## src/rtl/mips32_pkg.sv

```systemverilog
`default_nettype none
// mips32_pkg -- opcodes, instruction classes, field positions and decode helpers
// shared by pipe_mips32_core and its hazard unit. Rev 1.0
package mips32_pkg;

  localparam int OP_HI  = 31;
  localparam int OP_LO  = 26;
  localparam int RS_HI  = 25;
  localparam int RS_LO  = 21;
  localparam int RT_HI  = 20;
  localparam int RT_LO  = 16;
  localparam int RD_HI  = 15;
  localparam int RD_LO  = 11;
  localparam int IMM_HI = 15;
  localparam int IMM_LO = 0;

  localparam logic [5:0] OP_ADD   = 6'b000000;
  localparam logic [5:0] OP_SUB   = 6'b000001;
  localparam logic [5:0] OP_AND   = 6'b000010;
  localparam logic [5:0] OP_OR    = 6'b000011;
  localparam logic [5:0] OP_SLT   = 6'b000100;
  localparam logic [5:0] OP_MUL   = 6'b000101;
  localparam logic [5:0] OP_LW    = 6'b001000;
  localparam logic [5:0] OP_SW    = 6'b001001;
  localparam logic [5:0] OP_ADDI  = 6'b001010;
  localparam logic [5:0] OP_SUBI  = 6'b001011;
  localparam logic [5:0] OP_SLTI  = 6'b001100;
  localparam logic [5:0] OP_BNEQZ = 6'b001101;
  localparam logic [5:0] OP_BEQZ  = 6'b001110;
  localparam logic [5:0] OP_HLT   = 6'b111111;

  typedef enum logic [2:0] {
    RR_ALU = 3'd0,
    RM_ALU = 3'd1,
    LOAD   = 3'd2,
    STORE  = 3'd3,
    BRANCH = 3'd4,
    HALT   = 3'd5
  } instr_type_e;

  // Anything not recognised behaves as HLT so a runaway fetch stops cleanly.
  function automatic instr_type_e decode_type(input logic [5:0] op);
    instr_type_e t;
    case (op)
      OP_ADD, OP_SUB, OP_AND, OP_OR, OP_SLT, OP_MUL: t = RR_ALU;
      OP_ADDI, OP_SUBI, OP_SLTI:                     t = RM_ALU;
      OP_LW:                                         t = LOAD;
      OP_SW:                                         t = STORE;
      OP_BEQZ, OP_BNEQZ:                             t = BRANCH;
      default:                                       t = HALT;
    endcase
    return t;
  endfunction

  function automatic logic writes_reg(input instr_type_e t);
    return (t == RR_ALU) || (t == RM_ALU) || (t == LOAD);
  endfunction

  function automatic logic uses_rs(input instr_type_e t);
    return (t != HALT);
  endfunction

  function automatic logic uses_rt(input instr_type_e t);
    return (t == RR_ALU) || (t == STORE);
  endfunction

endpackage
`default_nettype wire

```

## src/rtl/pipe_mips32_core_if.sv

```systemverilog
`default_nettype none
// pipe_mips32_core_if -- instruction/data memory ports and debug register read
// between the core (master) and its memories/harness (slave). Rev 1.0
interface pipe_mips32_core_if #(
  parameter int DW = 32,
  parameter int AW = 10
);
  logic [AW-1:0] imem_addr;
  logic [DW-1:0] imem_rdata;
  logic [AW-1:0] dmem_addr;
  logic [DW-1:0] dmem_wdata;
  logic          dmem_we;
  logic [DW-1:0] dmem_rdata;
  logic [4:0]    dbg_raddr;
  logic [DW-1:0] dbg_rdata;

  modport master (
    output imem_addr, dmem_addr, dmem_wdata, dmem_we, dbg_rdata,
    input  imem_rdata, dmem_rdata, dbg_raddr
  );

  modport slave (
    input  imem_addr, dmem_addr, dmem_wdata, dmem_we, dbg_rdata,
    output imem_rdata, dmem_rdata, dbg_raddr
  );
endinterface
`default_nettype wire

```

## src/rtl/mips32_hazard_unit.sv

```systemverilog
`default_nettype none
// mips32_hazard_unit -- combinational interlock, flush and bypass-select logic
// for the five-stage pipe_mips32_core. Rev 1.0
module mips32_hazard_unit
  import mips32_pkg::*;
#(
  parameter int FORWARD = 1
) (
  input  logic        id_valid,
  input  instr_type_e id_type,
  input  logic [4:0]  id_rs,
  input  logic [4:0]  id_rt,
  input  logic        ex_valid,
  input  instr_type_e ex_type,
  input  logic [4:0]  ex_rs,
  input  logic [4:0]  ex_rt,
  input  logic [4:0]  ex_dest,
  input  logic        mem_valid,
  input  instr_type_e mem_type,
  input  logic [4:0]  mem_dest,
  input  logic        wb_valid,
  input  instr_type_e wb_type,
  input  logic [4:0]  wb_dest,
  input  logic        branch_taken,
  output logic        stall,
  output logic        flush,
  output logic [1:0]  fwd_a,
  output logic [1:0]  fwd_b
);

  logic ex_wr, mem_wr, wb_wr, mem_fwd_ok;
  logic need_rs, need_rt, hit_ex, hit_mem;

  always_comb begin
    ex_wr      = ex_valid  && writes_reg(ex_type)  && (ex_dest  != 5'd0);
    mem_wr     = mem_valid && writes_reg(mem_type) && (mem_dest != 5'd0);
    wb_wr      = wb_valid  && writes_reg(wb_type)  && (wb_dest  != 5'd0);
    mem_fwd_ok = mem_wr && (mem_type != LOAD);

    need_rs = id_valid && uses_rs(id_type);
    need_rt = id_valid && uses_rt(id_type);
    hit_ex  = ex_wr  && ((need_rs && (id_rs == ex_dest))  || (need_rt && (id_rt == ex_dest)));
    hit_mem = mem_wr && ((need_rs && (id_rs == mem_dest)) || (need_rt && (id_rt == mem_dest)));

    // Without bypass a WB producer is still covered by register-file write-through.
    if (FORWARD != 0) stall = hit_ex && (ex_type == LOAD);
    else              stall = hit_ex || hit_mem;

    flush = branch_taken;

    fwd_a = 2'b00;
    fwd_b = 2'b00;
    if (FORWARD != 0) begin
      if (mem_fwd_ok && (mem_dest == ex_rs))  fwd_a = 2'b01;
      else if (wb_wr && (wb_dest == ex_rs))   fwd_a = 2'b10;
      if (mem_fwd_ok && (mem_dest == ex_rt))  fwd_b = 2'b01;
      else if (wb_wr && (wb_dest == ex_rt))   fwd_b = 2'b10;
    end
  end

endmodule
`default_nettype wire

```

## src/rtl/pipe_mips32_core.sv

```systemverilog
`default_nettype none
// pipe_mips32_core -- single-clock five-stage MIPS32 pipeline with bypassing,
// load-use interlock, EX-resolved branches and sticky halt. Rev 1.0
module pipe_mips32_core
  import mips32_pkg::*;
#(
  parameter int DW      = 32,
  parameter int AW      = 10,
  parameter int FORWARD = 1
) (
  input  logic                clk,
  input  logic                rst_n,
  pipe_mips32_core_if.master  bus,
  output logic                retire,
  output logic                halted
);

  logic [AW-1:0] pc;
  logic          fetch_stop;
  logic          halt_r;
  logic [DW-1:0] regs [32];

  logic          ifid_valid;
  logic [DW-1:0] ifid_ir;
  logic [AW-1:0] ifid_npc;

  logic          idex_valid;
  instr_type_e   idex_type;
  logic [5:0]    idex_op;
  logic [4:0]    idex_rs, idex_rt, idex_dest;
  logic [DW-1:0] idex_a, idex_b, idex_imm;
  logic [AW-1:0] idex_npc;

  logic          exmem_valid;
  instr_type_e   exmem_type;
  logic [4:0]    exmem_dest;
  logic [DW-1:0] exmem_alu, exmem_b;

  logic          memwb_valid;
  instr_type_e   memwb_type;
  logic [4:0]    memwb_dest;
  logic [DW-1:0] memwb_alu, memwb_lmd;

  logic [5:0]    id_op;
  instr_type_e   id_type;
  logic [4:0]    id_rs, id_rt, id_rd, id_dest;
  logic [DW-1:0] id_imm, id_a, id_b;
  logic [DW-1:0] wb_val, op_a, op_b, alu;
  logic [AW-1:0] target;
  logic          wb_we, wb_halt, branch_taken, halt_issue;
  logic          stall, flush;
  logic [1:0]    fwd_a, fwd_b;

  // Decode and register read (WB write visible to ID in the same cycle).
  always_comb begin
    id_op   = ifid_ir[OP_HI:OP_LO];
    id_type = decode_type(id_op);
    id_rs   = ifid_ir[RS_HI:RS_LO];
    id_rt   = ifid_ir[RT_HI:RT_LO];
    id_rd   = ifid_ir[RD_HI:RD_LO];
    id_imm  = {{(DW-16){ifid_ir[IMM_HI]}}, ifid_ir[IMM_HI:IMM_LO]};
    case (id_type)
      RR_ALU:       id_dest = id_rd;
      RM_ALU, LOAD: id_dest = id_rt;
      default:      id_dest = 5'd0;
    endcase
    wb_val  = (memwb_type == LOAD) ? memwb_lmd : memwb_alu;
    wb_we   = memwb_valid && writes_reg(memwb_type) && (memwb_dest != 5'd0) && !halt_r;
    wb_halt = memwb_valid && (memwb_type == HALT);
    id_a    = (wb_we && (memwb_dest == id_rs)) ? wb_val : regs[id_rs];
    id_b    = (wb_we && (memwb_dest == id_rt)) ? wb_val : regs[id_rt];
  end

  always_comb begin
    case (fwd_a)
      2'b01:   op_a = exmem_alu;
      2'b10:   op_a = wb_val;
      default: op_a = idex_a;
    endcase
    case (fwd_b)
      2'b01:   op_b = exmem_alu;
      2'b10:   op_b = wb_val;
      default: op_b = idex_b;
    endcase
    case (idex_op)
      OP_ADD:       alu = op_a + op_b;
      OP_SUB:       alu = op_a - op_b;
      OP_AND:       alu = op_a & op_b;
      OP_OR:        alu = op_a | op_b;
      OP_SLT:       alu = DW'(op_a < op_b);
      OP_MUL:       alu = op_a * op_b;
      OP_ADDI:      alu = op_a + idex_imm;
      OP_SUBI:      alu = op_a - idex_imm;
      OP_SLTI:      alu = DW'(op_a < idex_imm);
      OP_LW, OP_SW: alu = op_a + idex_imm;
      default:      alu = '0;
    endcase
    target       = idex_npc + idex_imm[AW-1:0];
    branch_taken = idex_valid && (idex_type == BRANCH) &&
                   ((idex_op == OP_BEQZ) == (op_a == '0));
  end

  mips32_hazard_unit #(.FORWARD(FORWARD)) u_hazard (
    .id_valid     (ifid_valid),
    .id_type      (id_type),
    .id_rs        (id_rs),
    .id_rt        (id_rt),
    .ex_valid     (idex_valid),
    .ex_type      (idex_type),
    .ex_rs        (idex_rs),
    .ex_rt        (idex_rt),
    .ex_dest      (idex_dest),
    .mem_valid    (exmem_valid),
    .mem_type     (exmem_type),
    .mem_dest     (exmem_dest),
    .wb_valid     (memwb_valid),
    .wb_type      (memwb_type),
    .wb_dest      (memwb_dest),
    .branch_taken (branch_taken),
    .stall        (stall),
    .flush        (flush),
    .fwd_a        (fwd_a),
    .fwd_b        (fwd_b)
  );

  assign halt_issue     = ifid_valid && (id_type == HALT) && !flush;
  assign halted         = halt_r || wb_halt;
  assign retire         = memwb_valid && !halt_r;
  assign bus.imem_addr  = pc;
  assign bus.dmem_addr  = exmem_alu[AW-1:0];
  assign bus.dmem_wdata = exmem_b;
  // Gated by rst_n so a store in MEM during a reset cycle never reaches the RAM.
  assign bus.dmem_we    = exmem_valid && (exmem_type == STORE) && !halted && rst_n;
  assign bus.dbg_rdata  = (bus.dbg_raddr == 5'd0) ? '0 : regs[bus.dbg_raddr];

  always_ff @(posedge clk) begin
    if (!rst_n) begin
      pc          <= '0;
      fetch_stop  <= 1'b0;
      halt_r      <= 1'b0;
      ifid_valid  <= 1'b0;
      ifid_ir     <= '0;
      ifid_npc    <= '0;
      idex_valid  <= 1'b0;
      idex_type   <= RR_ALU;
      idex_op     <= '0;
      idex_rs     <= '0;
      idex_rt     <= '0;
      idex_dest   <= '0;
      idex_a      <= '0;
      idex_b      <= '0;
      idex_imm    <= '0;
      idex_npc    <= '0;
      exmem_valid <= 1'b0;
      exmem_type  <= RR_ALU;
      exmem_dest  <= '0;
      exmem_alu   <= '0;
      exmem_b     <= '0;
      memwb_valid <= 1'b0;
      memwb_type  <= RR_ALU;
      memwb_dest  <= '0;
      memwb_alu   <= '0;
      memwb_lmd   <= '0;
      for (int i = 0; i < 32; i++) regs[i] <= '0;
    end else begin
      if (wb_halt) halt_r <= 1'b1;
      if (!halted) begin
        if (wb_we) regs[memwb_dest] <= wb_val;

        if (flush) begin
          pc         <= target;
          ifid_valid <= 1'b0;
        end else if (!stall) begin
          if (halt_issue || fetch_stop) begin
            ifid_valid <= 1'b0;
          end else begin
            pc         <= pc + AW'(1);
            ifid_valid <= 1'b1;
            ifid_ir    <= bus.imem_rdata;
            ifid_npc   <= pc + AW'(1);
          end
        end
        if (halt_issue) fetch_stop <= 1'b1;

        idex_valid <= ifid_valid && !flush && !stall;
        idex_type  <= id_type;
        idex_op    <= id_op;
        idex_rs    <= id_rs;
        idex_rt    <= id_rt;
        idex_dest  <= id_dest;
        idex_a     <= id_a;
        idex_b     <= id_b;
        idex_imm   <= id_imm;
        idex_npc   <= ifid_npc;

        exmem_valid <= idex_valid;
        exmem_type  <= idex_type;
        exmem_dest  <= idex_dest;
        exmem_alu   <= alu;
        exmem_b     <= op_b;

        memwb_valid <= exmem_valid;
        memwb_type  <= exmem_type;
        memwb_dest  <= exmem_dest;
        memwb_alu   <= exmem_alu;
        memwb_lmd   <= bus.dmem_rdata;
      end
    end
  end

endmodule
`default_nettype wire

```

## src/flat_wrapper.sv

```systemverilog
// flat-port wrapper written by rule: the top's interface ports become plain ports
module pipe_mips32_core_flat import mips32_pkg::*;
#(
  parameter int DW      = 32,
  parameter int AW      = 10,
  parameter int FORWARD = 1
)
  (clk, rst_n, retire, halted, bus_imem_addr, bus_dmem_addr, bus_dmem_wdata, bus_dmem_we, bus_dbg_rdata, bus_imem_rdata, bus_dmem_rdata, bus_dbg_raddr);
  pipe_mips32_core_if #(.DW(DW), .AW(AW)) bus_i ();
  input  logic clk;
  input  logic rst_n;
  output logic retire;
  output logic halted;
  output wire logic [$bits(bus_i.imem_addr)-1:0] bus_imem_addr;
  output wire logic [$bits(bus_i.dmem_addr)-1:0] bus_dmem_addr;
  output wire logic [$bits(bus_i.dmem_wdata)-1:0] bus_dmem_wdata;
  output wire logic [$bits(bus_i.dmem_we)-1:0] bus_dmem_we;
  output wire logic [$bits(bus_i.dbg_rdata)-1:0] bus_dbg_rdata;
  input wire logic [$bits(bus_i.imem_rdata)-1:0] bus_imem_rdata;
  input wire logic [$bits(bus_i.dmem_rdata)-1:0] bus_dmem_rdata;
  input wire logic [$bits(bus_i.dbg_raddr)-1:0] bus_dbg_raddr;
  assign bus_imem_addr = bus_i.imem_addr;
  assign bus_dmem_addr = bus_i.dmem_addr;
  assign bus_dmem_wdata = bus_i.dmem_wdata;
  assign bus_dmem_we = bus_i.dmem_we;
  assign bus_dbg_rdata = bus_i.dbg_rdata;
  assign bus_i.imem_rdata = bus_imem_rdata;
  assign bus_i.dmem_rdata = bus_dmem_rdata;
  assign bus_i.dbg_raddr = bus_dbg_raddr;
  pipe_mips32_core #(.DW(DW), .AW(AW), .FORWARD(FORWARD)) u_core (.clk(clk), .rst_n(rst_n), .bus(bus_i), .retire(retire), .halted(halted));
endmodule
```

## config.mk

```make
export PLATFORM = sky130hd
export DESIGN_NAME = pipe_mips32_core_flat
export DESIGN_NICKNAME = d
export VERILOG_FILES = /design/src/rtl/mips32_pkg.sv /design/src/rtl/pipe_mips32_core_if.sv /design/src/rtl/mips32_hazard_unit.sv /design/src/rtl/pipe_mips32_core.sv /design/src/flat_wrapper.sv
export SDC_FILE = /design/constraint.sdc
export NUM_CORES = 2
export LEC_CHECK = 0
export BUFFER_PORTS_ARGS = -buffer_cell sky130_fd_sc_hd__buf_2
export CORE_ASPECT_RATIO = 0.75
export CORE_MARGIN = 4
export CORE_UTILIZATION = 31
export CTS_CLUSTER_DIAMETER = 120
export DETAILED_ROUTE_END_ITERATION = 6
export HOLD_SLACK_MARGIN = 0.1
export PLACE_DENSITY = 0.41
export RECOVER_POWER = 25
export SYNTH_ARGS = -nofsm -noshare
export SYNTH_HDL_FRONTEND = slang
export SYNTH_HIERARCHICAL = 1
export SYNTH_SLANG_ARGS = --single-unit
```

## constraint.sdc

```tcl
create_clock -name clk -period 17.2 [get_ports clk]
set_clock_uncertainty 0.05 [all_clocks]
set_input_delay 3.44 -clock clk [delete_from_list [all_inputs] [get_ports clk]]
set_output_delay 3.44 -clock clk [all_outputs]
set_load 0.01 [all_outputs]
```

==> metrics.txt <==
# TYPE chip_impl_metric gauge
chip_impl_info{name="status",value="complete, but fails checks"} 1
chip_impl_info{name="violations",value="design-rule violations, max-capacitance violations, max-slew violations"} 1
chip_impl_metric{name="grt_pass1_wl",unit="mm"} 607
chip_impl_info{name="critPathTopFamily",value="adder cells"} 1
chip_impl_metric{name="final_report_setup_violation_count",unit=""} 0
chip_impl_metric{name="power.density_cell_area",unit="nW/um^2"} 124
chip_impl_metric{name="htree_num_levels",unit=""} 4
chip_impl_metric{name="final-hold-violation-count",unit=""} 0
chip_impl_info{name="hold_class",value="flop to flop"} 1
chip_impl_metric{name="total_routing_resource_utilization_after_global_routing",unit=""} 0.271
chip_impl_metric{name="max_cap_violations",unit=""} 19
chip_impl_info{name="post-synth-top-area-cell",value="edfxtp_1"} 1
chip_impl_metric{name="critical_path_arrival",unit="ps"} 12910
chip_impl_metric{name="timing.final.max_slew_violations",unit=""} 663
chip_impl_metric{name="crit_path_max_fanout",unit=""} 51
chip_impl_metric{name="cts.reportedPaths.clkPinSlew",unit="ps"} 60
chip_impl_metric{name="min_period_over_period",unit=""} 0.713
chip_impl_metric{name="cp_slowest_stage_delay",unit="ps"} 720
chip_impl_metric{name="syn_inst_count",unit=""} 8327
chip_impl_metric{name="async_set_or_reset_flop_fraction_in_the_synthesized_netlist",unit=""} 0
chip_impl_metric{name="synth-seq-cells",unit=""} 1343
chip_impl_metric{name="finalWorstPathRequiredPeriod",unit="ps"} 12270
chip_impl_metric{name="ioPinCount",unit=""} 158
chip_impl_metric{name="power.leakage",unit="nW"} 38.5
chip_impl_info{name="critical_path_class",value="flop to flop"} 1
chip_impl_metric{name="cts_inserted_buffers",unit=""} 167
chip_impl_metric{name="timing_worst_slew_pin_value",unit="ps"} 4410
chip_impl_info{name="synth_common_cells",value="1,593 x nor2_1, 1,024 x edfxtp_1, 960 x mux4_2"} 1
chip_impl_metric{name="post-route-drc-count",unit=""} 1
chip_impl_metric{name="timing.setup.tns",unit="ps"} 0
chip_impl_info{name="grt_most_used_layer",value="met1"} 1
chip_impl_metric{name="crit_required",unit="ps"} 17840
chip_impl_metric{name="switch_pwr",unit="mW"} 5.50
chip_impl_metric{name="die_area",unit="um^2"} 320000
chip_impl_info{name="tritoncts_clock_tree",value="built"} 1
chip_impl_metric{name="cts.path.max_buffers",unit=""} 4
chip_impl_info{name="critical-path-slowest-cell",value="clkinv_1"} 1
chip_impl_metric{name="share_clk_of_total_power",unit=""} 0.258
chip_impl_metric{name="postSynthAreaPerCell",unit="um^2"} 11.6
chip_impl_info{name="cpMostUsedCell",value="fa_1"} 1
chip_impl_metric{name="power_switching_share",unit=""} 0.413
chip_impl_metric{name="floorplan.die.width",unit="um"} 652
chip_impl_metric{name="antenna_left",unit=""} 0
chip_impl_info{name="synth-main-ff-cell",value="edfxtp_1"} 1
chip_impl_metric{name="floorplan.rows",unit=""} 176
chip_impl_metric{name="layout_cell_share_with_drive_strength_beyond_1",unit=""} 0.210
chip_impl_metric{name="yosysWarningCount",unit=""} 6
chip_impl_info{name="clk_root_buffer_cell",value="clkbuf_16"} 1
chip_impl_metric{name="avgRoutedWirePerCell",unit="um"} 35.5
chip_impl_info{name="synth.area.top_cells",value="edfxtp_1 32%, mux4_2 22%, fa_1 8.6%, dfxtp_1 6.6%, nor2_1 6.2%"} 1
chip_impl_metric{name="global_placement_routability_congestion",unit=""} 0.976
chip_impl_metric{name="die_y",unit="um"} 491
chip_impl_metric{name="cts.repair.resized",unit=""} 0
chip_impl_metric{name="grtUsageMet1",unit=""} 0.416
chip_impl_metric{name="comb_power_share",unit=""} 0.449
chip_impl_metric{name="met2_resource_use_gr",unit=""} 0.370
chip_impl_metric{name="initial_antenna_violation_count",unit=""} 28
chip_impl_metric{name="route.vias.total",unit=""} 73485
chip_impl_metric{name="internal_power",unit="mW"} 7.82
chip_impl_info{name="rsz_0062_raised_after_global_routing",value="no"} 1
chip_impl_metric{name="router_iterations_before_antenna_repair",unit=""} 7
chip_impl_metric{name="grt_overflow_total",unit=""} 0
chip_impl_metric{name="ir_worst_vdd",unit="mV"} 0.119
chip_impl_metric{name="postCtsSetupBuffers",unit=""} 0
chip_impl_metric{name="share_of_the_synthesized_area_in_the_top_cell_type",unit=""} 0.319
chip_impl_metric{name="layout-area-overhead-vs-synth",unit="%"} 11.2
chip_impl_metric{name="total_power",unit="mW"} 13.3
chip_impl_metric{name="tritoncts_num_sinks",unit=""} 1343
chip_impl_metric{name="via_count_of_the_first_global_routing_pass",unit=""} 71549
chip_impl_metric{name="post_synthesis_instance_area",unit="um^2"} 96300
chip_impl_metric{name="power_frac_seq",unit=""} 0.293
chip_impl_metric{name="fmax",unit="GHz"} 0.0815
chip_impl_metric{name="initial_core_util",unit=""} 0.313
chip_impl_metric{name="maximum_number_of_pins_on_one_net_before_global_route_repair",unit=""} 123
chip_impl_metric{name="max_slew_headroom",unit=""} -1.94
chip_impl_metric{name="final_nets",unit=""} 9025
chip_impl_metric{name="synth_edf_count",unit=""} 1024
chip_impl_info{name="setup.worst_path.end_class",value="flop"} 1
chip_impl_metric{name="placed_wire_length_estimate",unit="mm"} 291
chip_impl_metric{name="clk-insertion-delay-late",unit="ps"} 840
chip_impl_metric{name="detail_route.wirelength",unit="mm"} 442
chip_impl_metric{name="yosysSeqAreaShare",unit=""} 0.385
chip_impl_metric{name="synth_cell_types",unit=""} 105
chip_impl_metric{name="fp.coreArea",unit="um^2"} 308000
chip_impl_info{name="yosys.cell_count.top_type",value="nor2_1"} 1
chip_impl_metric{name="drt-initial-drc-count",unit=""} 10151
chip_impl_metric{name="routed_via_density",unit=""} 5.90
chip_impl_metric{name="critical_path.n_buffers_inverters",unit=""} 6
chip_impl_metric{name="io_buffers",unit=""} 157
chip_impl_metric{name="hold_buffers",unit=""} 0
chip_impl_metric{name="met3_usage",unit=""} 0.0737
chip_impl_info{name="critPathLaunchType",value="flop"} 1
-- metrics by stage --
| step | setup slack, ps | instances | instance area (um^2) | utilization | hold WS, ps |
|---|---|---|---|---|---|
| after floorplan | 7190 | 8358 | 96500 | - | 381 |
| after global placement | 5450 | 12170 | 102000 | 0.332 | 388 |
| final | 4930 | 12456 | 107000 | 0.348 | 403 |
| after detailed placement | 5360 | 12170 | 102000 | 0.332 | 395 |
| after global routing | 4740 | 12454 | 107000 | 0.348 | 419 |
| after CTS | 5300 | 12454 | 107000 | 0.348 | 403 |
-- cells by family (layout without fill, tap and decap cells) --
| family | Yosys count | after routing | synth area share |
|---|---|---|---|
| AOI/OAI and AO/OA | 1009 | 1009 | 0.0675 |
| xor gates and xnor gates | 214 | 214 | 0.0204 |
| adders and majority gates | 709 | 709 | 0.124 |
| buffers and inverters | 1239 | 1241 | 0.0493 |
| DFF | 1343 | 1343 | 0.385 |
| muxes | 1106 | 1106 | 0.240 |
| other | 1 | 34 | 0.0000389 |
| and+or+nand+nor | 2706 | 2706 | 0.113 |
-- power groups by stage --
stage	registers, mW	clock network (mW)	logic (mW)
6_report	3.90	3.44	5.98
5_1_grt	3.92	3.64	6.34
4_1_cts	3.90	3.51	5.85
3_5_place_dp	3.96	0	5.81
3_3_place_gp	3.96	0	5.83
2_1_floorplan	3.84	0	3.67
-- flip-flops by register name, indices dropped and copies added (netlist names), 16 cells and up, named ones only --
register	flops
u_core/memwb_alu	32
u_core/idex_a	32
u_core/ifid_ir	32
u_core/bus.dmem_wdata	32
u_core/idex_b	32
u_core/memwb_lmd	32
u_core/exmem_alu	32
u_core/idex_imm	16
u_core/regs	1024
-- layout by cell type (no fill, tap or decap), types with 39 or more instances in the layout --
cell	n
a211oi_1	58
a21o_1	63
a21oi_1	419
buf_2	103
buf_4	234
clkbuf_1	112
clkbuf_16	168
dfxtp_1	308
edfxtp_1	1024
fa_1	412
ha_1	295
inv_1	505
mux2_2	39
mux2i_1	90
mux4_2	960
nand2_1	814
nand2_2	42
nor2_1	1590
o21ai_0	144
xnor2_1	134
xor2_1	72
-- area by class of cell --
type	count	area, um^2
diodes	2	5.00
clock buffers	219	4510
clock inverters	65	534
fillers	30412	201000
inverters	533	2020
multi-input cells	5776	55000
flip-flops and latches	1343	37200
well taps	4094	5120
repair buffers	424	2820
-- worst paths after layout --
path                            slack [ps]                              start  depth (start not counted)                           endpoint
worst max register to register        4930  u_core/memwb_dest[3]$_SDFFE_PN0N_                         31  u_core/exmem_alu[28]$_SDFFE_PN0N_
worst max-delay path                  4930  u_core/memwb_dest[3]$_SDFFE_PN0N_                         31  u_core/exmem_alu[28]$_SDFFE_PN0N_
worst min register to register         400     u_core/ifid_ir[9]$_SDFFE_PN0P_                          2    u_core/idex_imm[9]$_SDFFE_PN0N_
worst min-delay path                   400     u_core/ifid_ir[9]$_SDFFE_PN0P_                          2    u_core/idex_imm[9]$_SDFFE_PN0N_
-- per-layer routing --
metal | up-vias | wire, um
met3 | 530 | 49500
met4 | 10 | 13500
met5 | - | 57
met2 | 4221 | 178000
li1 | 29837 | -
met1 | 38887 | 201000
-- tightest hold or removal path, stage by stage (launching register included) --
cell and delay [ps]:
dfxtp_1 310, nand2_1 50, a21oi_1 50
(Power assumes the default switching activity.)
